===== src/rtl/seq_pattern_tx_pkg.sv =====
// seq_pkg: shared FSM state type and width/pattern defaults for seq_pattern_tx.
// Optional feature macro: SEQ_TX_PARITY_EN (adds a trailing even-parity bit per repetition).
package seq_pkg;

    localparam int unsigned SEQ_PAT_W = 4;
    localparam int unsigned SEQ_CNT_W = 8;
    localparam int unsigned SEQ_GAP_W = 4;

    localparam logic [3:0] SEQ_DEFAULT_PATTERN = 4'b1011;

    typedef enum logic [1:0] {
        ST_IDLE  = 2'd0,
        ST_SHIFT = 2'd1,
        ST_GAP   = 2'd2,
        ST_DONE  = 2'd3
    } seq_state_e;

endpackage


===== src/rtl/seq_pattern_tx_shifter.sv =====
// seq_tx_shifter: latched pattern, MSB-first shift register and per-repetition bit counter.
// With SEQ_TX_PARITY_EN the counter spans one extra slot and the even parity of the pattern is exported.
module seq_tx_shifter
    import seq_pkg::*;
#(
    parameter int unsigned PAT_W = SEQ_PAT_W
) (
    input  logic             clock,
    input  logic             reset,
    input  logic             i_load,
    input  logic [PAT_W-1:0] i_pattern,
    input  logic             i_shift,
    output logic             o_msb,
`ifdef SEQ_TX_PARITY_EN
    output logic             o_parity,
`endif
    output logic             o_last
);

`ifdef SEQ_TX_PARITY_EN
    localparam int unsigned BITS = PAT_W + 1;
`else
    localparam int unsigned BITS = PAT_W;
`endif
    localparam int unsigned    BCW      = $clog2(BITS);
    localparam logic [BCW-1:0] LAST_IDX = BCW'(BITS - 1);

    logic [PAT_W-1:0] r_pat;
    logic [PAT_W-1:0] r_sreg;
    logic [BCW-1:0]   r_cnt;
    logic             w_last;

    assign w_last = (r_cnt == LAST_IDX);
    assign o_last = w_last;
    assign o_msb  = r_sreg[PAT_W-1];
`ifdef SEQ_TX_PARITY_EN
    assign o_parity = ^r_pat;
`endif

    // The final slot reloads the register so back-to-back repetitions and gap exits need no extra control.
    always_ff @(posedge clock) begin
        if (reset) begin
            r_pat  <= PAT_W'(SEQ_DEFAULT_PATTERN);
            r_sreg <= '0;
            r_cnt  <= '0;
        end else if (i_load) begin
            r_pat  <= i_pattern;
            r_sreg <= i_pattern;
            r_cnt  <= '0;
        end else if (i_shift) begin
            if (w_last) begin
                r_sreg <= r_pat;
                r_cnt  <= '0;
            end else begin
                r_sreg <= {r_sreg[PAT_W-2:0], 1'b0};
                r_cnt  <= r_cnt + BCW'(1);
            end
        end
    end

endmodule


===== src/rtl/seq_pattern_tx.sv =====
// seq_pattern_tx: repeats a latched pattern MSB-first with idle-zero gaps; Moore FSM, registered outputs.
// Optional feature macro: SEQ_TX_PARITY_EN (one even-parity bit after each repetition's data bits).
module seq_pattern_tx
    import seq_pkg::*;
#(
    parameter int unsigned PAT_W = SEQ_PAT_W,
    parameter int unsigned CNT_W = SEQ_CNT_W,
    parameter int unsigned GAP_W = SEQ_GAP_W
) (
    input  logic             clock,
    input  logic             reset,
    input  logic             start,
    input  logic [PAT_W-1:0] pattern_in,
    input  logic [CNT_W-1:0] repeat_count,
    input  logic [GAP_W-1:0] gap_len,
    output logic             sequence_out,
    output logic             sequence_valid,
    output logic             busy,
    output logic             done
);

    seq_state_e       r_state;
    seq_state_e       w_next;
    logic [CNT_W-1:0] r_rep;
    logic [GAP_W-1:0] r_gap_len;
    logic [GAP_W-1:0] r_gap_cnt;
    logic             r_out;
    logic             r_valid;
    logic             r_busy;
    logic             r_done;

    logic w_load;
    logic w_shift;
    logic w_gap_enter;
    logic w_msb;
    logic w_last;
    logic w_bit;
    logic w_more;
`ifdef SEQ_TX_PARITY_EN
    logic w_parity;
`endif

    seq_tx_shifter #(
        .PAT_W (PAT_W)
    ) u_shifter (
        .clock     (clock),
        .reset     (reset),
        .i_load    (w_load),
        .i_pattern (pattern_in),
        .i_shift   (w_shift),
        .o_msb     (w_msb),
`ifdef SEQ_TX_PARITY_EN
        .o_parity  (w_parity),
`endif
        .o_last    (w_last)
    );

`ifdef SEQ_TX_PARITY_EN
    assign w_bit = w_last ? w_parity : w_msb;
`else
    assign w_bit = w_msb;
`endif

    assign w_more = (r_rep > CNT_W'(1));

    // Gating on r_busy keeps start ignored during the IDLE cycle that still shows done.
    always_comb begin
        w_next      = r_state;
        w_load      = 1'b0;
        w_shift     = 1'b0;
        w_gap_enter = 1'b0;
        case (r_state)
            ST_IDLE: begin
                if (start && !r_busy) begin
                    w_load = 1'b1;
                    w_next = (repeat_count == '0) ? ST_DONE : ST_SHIFT;
                end
            end
            ST_SHIFT: begin
                w_shift = 1'b1;
                if (w_last) begin
                    if (!w_more) begin
                        w_next = ST_DONE;
                    end else if (r_gap_len != '0) begin
                        w_next      = ST_GAP;
                        w_gap_enter = 1'b1;
                    end
                end
            end
            ST_GAP: begin
                if (r_gap_cnt == GAP_W'(1)) begin
                    w_next = ST_SHIFT;
                end
            end
            ST_DONE: begin
                w_next = ST_IDLE;
            end
            default: begin
                w_next = ST_IDLE;
            end
        endcase
    end

    always_ff @(posedge clock) begin
        if (reset) begin
            r_state   <= ST_IDLE;
            r_rep     <= '0;
            r_gap_len <= '0;
            r_gap_cnt <= '0;
            r_out     <= 1'b0;
            r_valid   <= 1'b0;
            r_busy    <= 1'b0;
            r_done    <= 1'b0;
        end else begin
            r_state <= w_next;

            if (w_load) begin
                r_rep     <= repeat_count;
                r_gap_len <= gap_len;
            end else if (w_shift && w_last) begin
                r_rep <= r_rep - CNT_W'(1);
            end

            if (w_gap_enter) begin
                r_gap_cnt <= r_gap_len;
            end else if (r_state == ST_GAP) begin
                r_gap_cnt <= r_gap_cnt - GAP_W'(1);
            end

            r_out   <= (r_state == ST_SHIFT) & w_bit;
            r_valid <= (r_state == ST_SHIFT);
            r_busy  <= (r_state != ST_IDLE);
            r_done  <= (r_state == ST_DONE);
        end
    end

    assign sequence_out   = r_out;
    assign sequence_valid = r_valid;
    assign busy           = r_busy;
    assign done           = r_done;

endmodule

===== config.mk =====
export PLATFORM = sky130hd
export DESIGN_NAME = seq_pattern_tx
export DESIGN_NICKNAME = d
export VERILOG_FILES = /design/src/rtl/seq_pattern_tx_pkg.sv /design/src/rtl/seq_pattern_tx_shifter.sv /design/src/rtl/seq_pattern_tx.sv
export SDC_FILE = /design/constraint.sdc
export NUM_CORES = 1
export LEC_CHECK = 0
export CAP_MARGIN = 15
export CORE_MARGIN = 2
export CORE_UTILIZATION = 47
export CTS_BUF_LIST = sky130_fd_sc_hd__clkbuf_16
export DETAILED_ROUTE_END_ITERATION = 8
export PLACE_DENSITY = 0.74
export SYNTH_ARGS = -nofsm -noshare
export SYNTH_HDL_FRONTEND = slang
export SYNTH_SLANG_ARGS = --single-unit

===== constraint.sdc =====
create_clock -name clock -period 1.8 [get_ports clock]
set_input_delay 0.18 -clock clock [delete_from_list [all_inputs] [get_ports clock]]
set_output_delay 0.18 -clock clock [all_outputs]
set_load 0.05 [all_outputs]

==> reports/qor.yml <==
status: "finished clean"
final_min_period_over_clock_period: 0.969
cts-root-to-sink-buffers: 2
yosysUniqueCellTypes: 42
worst_path_class_setup: "flop to flop"
r2r_cells: 4
wire_length_of_the_first_global_routing_pass_um: 6130
critical_path_arrival_ns: 1.94
synth_nets: 206
drc_errors: 0
ys_seq_elements: 32
fin_skew_ns: 0.00155
pwr-share-clk: 0.413
drive_above_1_share: 0.116
post_synthesis_sequential_area_ratio: 0.420
gr_layer_usage_met3: 0.0704
die_h_um: 61.0
crit_slowest_cell: "sky130_fd_sc_hd__or4_4"
worst-r2r-setup-slack_ns: 0.05
timing.critical_path.to_type: "flop"
max_clock_freq_ghz: 0.573
cap_viol_max_count: 0
mappedNetlistArea_mm2: 0.00153
fin_nets: 238
worst_setup_hold_path_clk_slew_ns: 0.05
hp-class: "input port to flop"
leading_area_contributor_after_synthesis: "sky130_fd_sc_hd__dfxtp_1"
gr-usage-met2: 0.382
clock_tree.htree_level_count: 2
yosysTopAreaCellShare: 0.420
power.static_leakage_nw: 0.758
ys.flop_type: "sky130_fd_sc_hd__dfxtp_1"
worst_ir_drop_vdd_mv: 0.687
groute.usage.overall: 0.229
avgRoutedWirePerCell_um: 14.3
final-hold-violation-count: 0
die-width_um: 61.0
power.density_cell_area_mw_per_mm2: 934
clock_insertion_delay_worst_skew_ns: 0.27
drt_first_pass_iters: 4
synthCells: 182
power_frac_seq: 0.420
area_growth_syn_to_layout_pct: 31.9
n_diodes: 0
core_mm2: 0.00308
netlist_top_cells_area: "sky130_fd_sc_hd__dfxtp_1 (42%), sky130_fd_sc_hd__a21oi_1 (7.5%), sky130_fd_sc_hd__nand2_1 (7.1%)"
dp.final_hpwl_um: 2700
dr.first_iter.drc_count: 52
filler_cell_count: 257
detailroute.via_count: 1442
grt_antenna_before_repair: 0
totalNegativeSetupSlack_ns: 0
count_of_buffers_inserted_at_the_top_level_ports: 22
fin_util: 0.654
slew_headroom: 0.671
critical_path.max_fanout: 4
switchingPower_mw: 0.478
pin_count_of_the_biggest_net_entering_global_routing: 16
startpoint_type: "flop"
cts_root_buf: "sky130_fd_sc_hd__clkbuf_16"
critPathRequiredTime_ns: 2.00
drtAntennaViolNets: 0
layout_min_cycle_time_ns: 1.75
detail_route.vias_per_cell: 5.57
number_of_synthesized_flops_with_an_enable_pin: 0
initial_core_util: 0.496
power.internal_mw: 1.40
combPwrFrac: 0.167
tightest_slew_ns: 0.492
first_global_vias: 1353
tritoncts_clock_tree: "yes"
mostFrequentLayoutCells: "sky130_fd_sc_hd__dfxtp_1 (32), sky130_fd_sc_hd__nand2_1 (29), sky130_fd_sc_hd__a21oi_1 (23), sky130_fd_sc_hd__clkdlybuf4s50_1 (22), sky130_fd_sc_hd__buf_4 (13)"
top_usage_layer: "met2"
power.share.switching: 0.254
multiInputGateArea_um2: 836
die_area_mm2: 0.00372
seqCellArea_um2: 641
path_cells: "or4_4 > or3_4 > a31o_1 > a211oi_2"
layout.cells.most_common: "sky130_fd_sc_hd__dfxtp_1"
cts_made_buffers: 5
setup_repair_after_global_routing_missed_its_margin: "no"
hold_depth: 3
gp_routability_congestion: 0.839
grt.met1_usage: 0.282
core.rowCount: 20
finalMaxSlewViolations: 0
grt_overflow: 0
numClockSinks: 32
ys_async_sr_fraction: 0
detail_route.wirelength_um: 3700
avgSynthCellArea_um2: 8.38
report.final.setup_viol: 0
num_io_pins: 23
yosysWarningCount: 0
critPathMaxStageDelay_ns: 0.55
[metrics by stage]
stage          area, um^2  power (mW)  cells  setup slack (ns)  hold slack (ns)
2_1_floorplan        1530       0.977    182            0.0145            0.297
3_3_place_gp         1860        1.09    251            0.0763            0.444
3_5_place_dp         1860        1.10    251            0.0438            0.455
4_1_cts              2000        1.88    259            0.0239            0.452
5_1_grt              2010        1.96    259           0.00720            0.467
6_report             2010        1.88    259            0.0550            0.454
[logic make-up (layout without fill, tap and decap cells)]
family / after synthesis / in the layout / share of synthesized area
buffers and inverters: 17 / 50 / 0.0427
xor gates and xnor gates: 4 / 4 / 0.0230
DFF: 32 / 32 / 0.420
and+or+nand+nor: 72 / 72 / 0.235
AOI/OAI and AO/OA: 46 / 46 / 0.199
muxes: 6 / 6 / 0.0394
adders and majority gates: 5 / 5 / 0.0410
[Yosys cell counts (2+ instances only)]
master                     number
sky130_fd_sc_hd__clkbuf_1       9
sky130_fd_sc_hd__nor2b_1        3
sky130_fd_sc_hd__mux2i_1        6
sky130_fd_sc_hd__inv_1          7
sky130_fd_sc_hd__nand2_1       29
sky130_fd_sc_hd__a211oi_1       2
sky130_fd_sc_hd__ha_1           5
sky130_fd_sc_hd__o21ai_0        2
sky130_fd_sc_hd__a31oi_1        4
sky130_fd_sc_hd__and3_1         2
sky130_fd_sc_hd__dfxtp_1       32
sky130_fd_sc_hd__xnor2_1        2
sky130_fd_sc_hd__nand3_1        6
sky130_fd_sc_hd__o311ai_0       2
sky130_fd_sc_hd__nor4_1         2
sky130_fd_sc_hd__a21oi_1       23
sky130_fd_sc_hd__xor2_1         2
sky130_fd_sc_hd__nand2b_1       2
sky130_fd_sc_hd__nor2_1        11
sky130_fd_sc_hd__nor3_1         7
sky130_fd_sc_hd__o211ai_1       3
[power by group through the flow]
stage          Sequential [mW]  Combinational [mW]  Clock (mW)
2_1_floorplan            0.806               0.171           0
3_3_place_gp             0.799               0.291           0
3_5_place_dp             0.801               0.303           0
4_1_cts                  0.788               0.306       0.786
5_1_grt                  0.794               0.343       0.823
6_report                 0.790               0.314       0.775
[metal layers]
metal,wire length [um],vias to the layer above
met2,1860,31
met5,0,-
met4,53,0
li1,-,713
met3,194,6
met1,1590,692
[critical path, delay by kind of cell (launching register included)]
kind               cells  cell delay [ns]
and+or+nand+nor        2             0.96
AOI/OAI and AO/OA      2             0.40
DFF                    1             0.31
[path summary, 6_finish.rpt]
path | start | to
setup / recovery | r_rep[4] | r_state[0]
hold / removal | gap_len[2] | r_gap_len[2]
setup reg to reg | r_rep[4] | r_state[0]
hold reg to reg | u_shifter.r_pat[0] | u_shifter.r_pat[0]
[final cells by class]
| class | instances | area share |
|---|---|---|
| multi-input combinational | 133 | 0.415 |
| sequential | 32 | 0.318 |
| timing repair buffer | 35 | 0.158 |
| clock buffer | 5 | 0.0622 |
| tap | 44 | 0.0274 |
| inverter | 7 | 0.0131 |
| clock inverter | 3 | 0.00560 |
[registers in the layout (all words and copies together) (netlist names)]
register,cells
r_rep,8
sequence_out,1
r_gap_cnt,4
r_state,2
u_shifter.r_sreg,4
done,1
r_gap_len,4
busy,1
u_shifter.r_cnt,2
u_shifter.r_pat,4
sequence_valid,1
[timing repair]
action,4_1_cts,5_1_grt
buffers inserted,0,0
hold buffers,0,0
gates resized for setup,0,2
endpoints found under the setup margin,0,5
No activity file was read; power rests on OpenSTA's default activity.
==> patch: new RTL, config.mk and constraints unchanged <==
Re-encode `seq_state_e` (4 states) as one-hot, 4 bits wide.
--- a/src/rtl/seq_pattern_tx_pkg.sv
+++ b/src/rtl/seq_pattern_tx_pkg.sv
@@ -10,7 +10,7 @@
 
-    typedef enum logic [1:0] {
-        ST_IDLE  = 2'd0,
-        ST_SHIFT = 2'd1,
-        ST_GAP   = 2'd2,
-        ST_DONE  = 2'd3
+    typedef enum logic [3:0] {
+        ST_IDLE  = 4'b0001,
+        ST_SHIFT = 4'b0010,
+        ST_GAP   = 4'b0100,
+        ST_DONE  = 4'b1000
     } seq_state_e;
Check against the original RTL: no difference found for any inputs over 10 cycles, from zero or initial values and one cycle with reset high; not proved beyond that.
==> patch against the original RTL <==
Fmax decreased by 1.5%; wire length is 12% higher; synthesized cell count is 3.3% higher; sequential cell count is 2 higher; critical path type unchanged; synthesized area is 11% higher; count of clock-buffer cells in the layout is the same; worst setup slack lost 26 ps; design area rose by 11%.
Power is not compared: it rests on default switching activity, and its combinational part moved more than twofold at a synthesized area within 25%.
==> patch: results (changes against the original RTL) <==
status finished, final reports clean; Switch Pwr roughly 0.0011 W; clk buf depth 2 (unchanged); flop2flop setup slack 30 ps (-30 ps); Synth area leaders dfxtp_1 (40%), nand2_1 (5.7%), a21oi_1 (4.7%); worst hold slack 456 ps (+2.20 ps); drt pass-1 iters 4 (unchanged); fillers 285 (+11%); setup_tns 0 ps (unchanged); first-pass GRT wire length 6840 µm (+11%); internal power between 0.002 and 0.0025 W; Mapped Cells 188 (+3.3%); crit path max fanout 7 (+3); DP HPWL 2890 µm (+7.0%); largest net degree at the start of global routing 19 (+3); Final period util 98.4% (+1.4 points); dpl cells 262 (+4.4%); share of cells above drive strength 1 19.1% (+7.5 points); Inserted Diodes 0 (unchanged); synth warn 0 (unchanged); Max stage delay on crit path 570 ps (+20 ps); Setup Skew 4.84 ps (+3.29 ps); Via density 5.72 (+2.7%); all-layer global routing usage 21.4% (-1.5 points); Mapped Nets 212 (+2.9%); Power Clock about 0.00080 W; CTS Buf Count 5 (unchanged); Slew @ Worst Pin 504 ps (+12.1 ps); number of global-route vias before repair 1552 (+15%); initial antenna violation count 0 (unchanged); Biggest register r_rep; CP max-delay cell or4_4; max reg flops 8 (unchanged); Place WS 41.9 ps (-1.86 ps); fin nets 248 (+4.2%); commonest cells in the netlist dfxtp_1 (34), nand2_1 (26), a21oi_1 (16); H-tree levels 2 (unchanged); ys async rst share 0% (unchanged); Routed WL per cell 15.3 µm (+6.8%); sequential element share of the synthesized area 40.1% (-1.9 points); GP Congestion 0.855 (+1.9%); DR vias 1550 (+7.5%); Top delay family on crit path compound AO/OA/AOI/OAI gates; peak supply drop 0.000664 V; P_leak roughly 0.80 nW; count of cell types in the netlist 53 (+26%); hold crit path type reg -> reg; number of port buffers 22 (unchanged); ys flop type dfxtp_1; root buf cell clkbuf_16; Placed Area 2060 µm² (+11%); Initial DRC Count 63 (+21%); P_comb 0.00121 W; clock slew at reported path FFs 60 ps
patch: cell count changes after synthesis, sizes merged, moves of 3 or more:
cell    delta
a21oi      -6
or3        +5
mux2i      -4
buf        +3
clkbuf     -3
nor2       -3
o211ai     +3
patch: layer usage:
metal / vias up / part of all wire [%] / global-route usage [%]
met1: 747 / 44 / 23.6
met5: - / 0 / 0
met3: 10 / 3.0 / 3.70
li1: 763 / - / -
met2: 30 / 50 / 38.7
met4: 0 / 2.8 / 11.7
patch: tightest hold or removal path, delay by kind of cell, from the launching register on:
family          cells  cell delay (ps)
compound gates      1               50
flops               1              310
simple gates        1               50
patch: logic make-up (layout without fill, tap and decap cells):
group | count (synthesis) | in the layout | synth area share, %
AOI/OAI and AO/OA | 49 | 49 | 22.0
xor gates and xnor gates | 3 | 3 | 1.55
adders and majority gates | 5 | 5 | 3.68
buffers and inverters | 18 | 55 | 5.16
DFF | 34 | 34 | 40.1
muxes | 4 | 4 | 2.51
and+or+nand+nor | 75 | 75 | 25.0
patch: repair_timing:
item	4_1_cts	5_1_grt
setup endpoints to repair	0	10
resized for setup	0	7
setup buffers	0	1
patch: path summary, 6_finish.rpt:
check / from / end / cells past startpoint
max reg2reg: r_rep[4] / r_gap_cnt[0] / 5
max: r_rep[4] / r_gap_cnt[0] / 5
min: u_shifter.r_pat[2] / u_shifter.r_pat[2] / 2
min reg2reg: u_shifter.r_pat[2] / u_shifter.r_pat[2] / 2
patch: cell type report:
cell class / count / area (µm²) / share of cell area (%)
clock buffers: 5 / 125 / 5.60
clock inverters: 3 / 12.5 / 0.560
inverters: 8 / 30.0 / 1.34
multi-input cells: 136 / 951 / 42.6
flip-flops and latches: 34 / 684 / 30.6
well taps: 46 / 57.6 / 2.58
repair buffers: 39 / 373 / 16.7
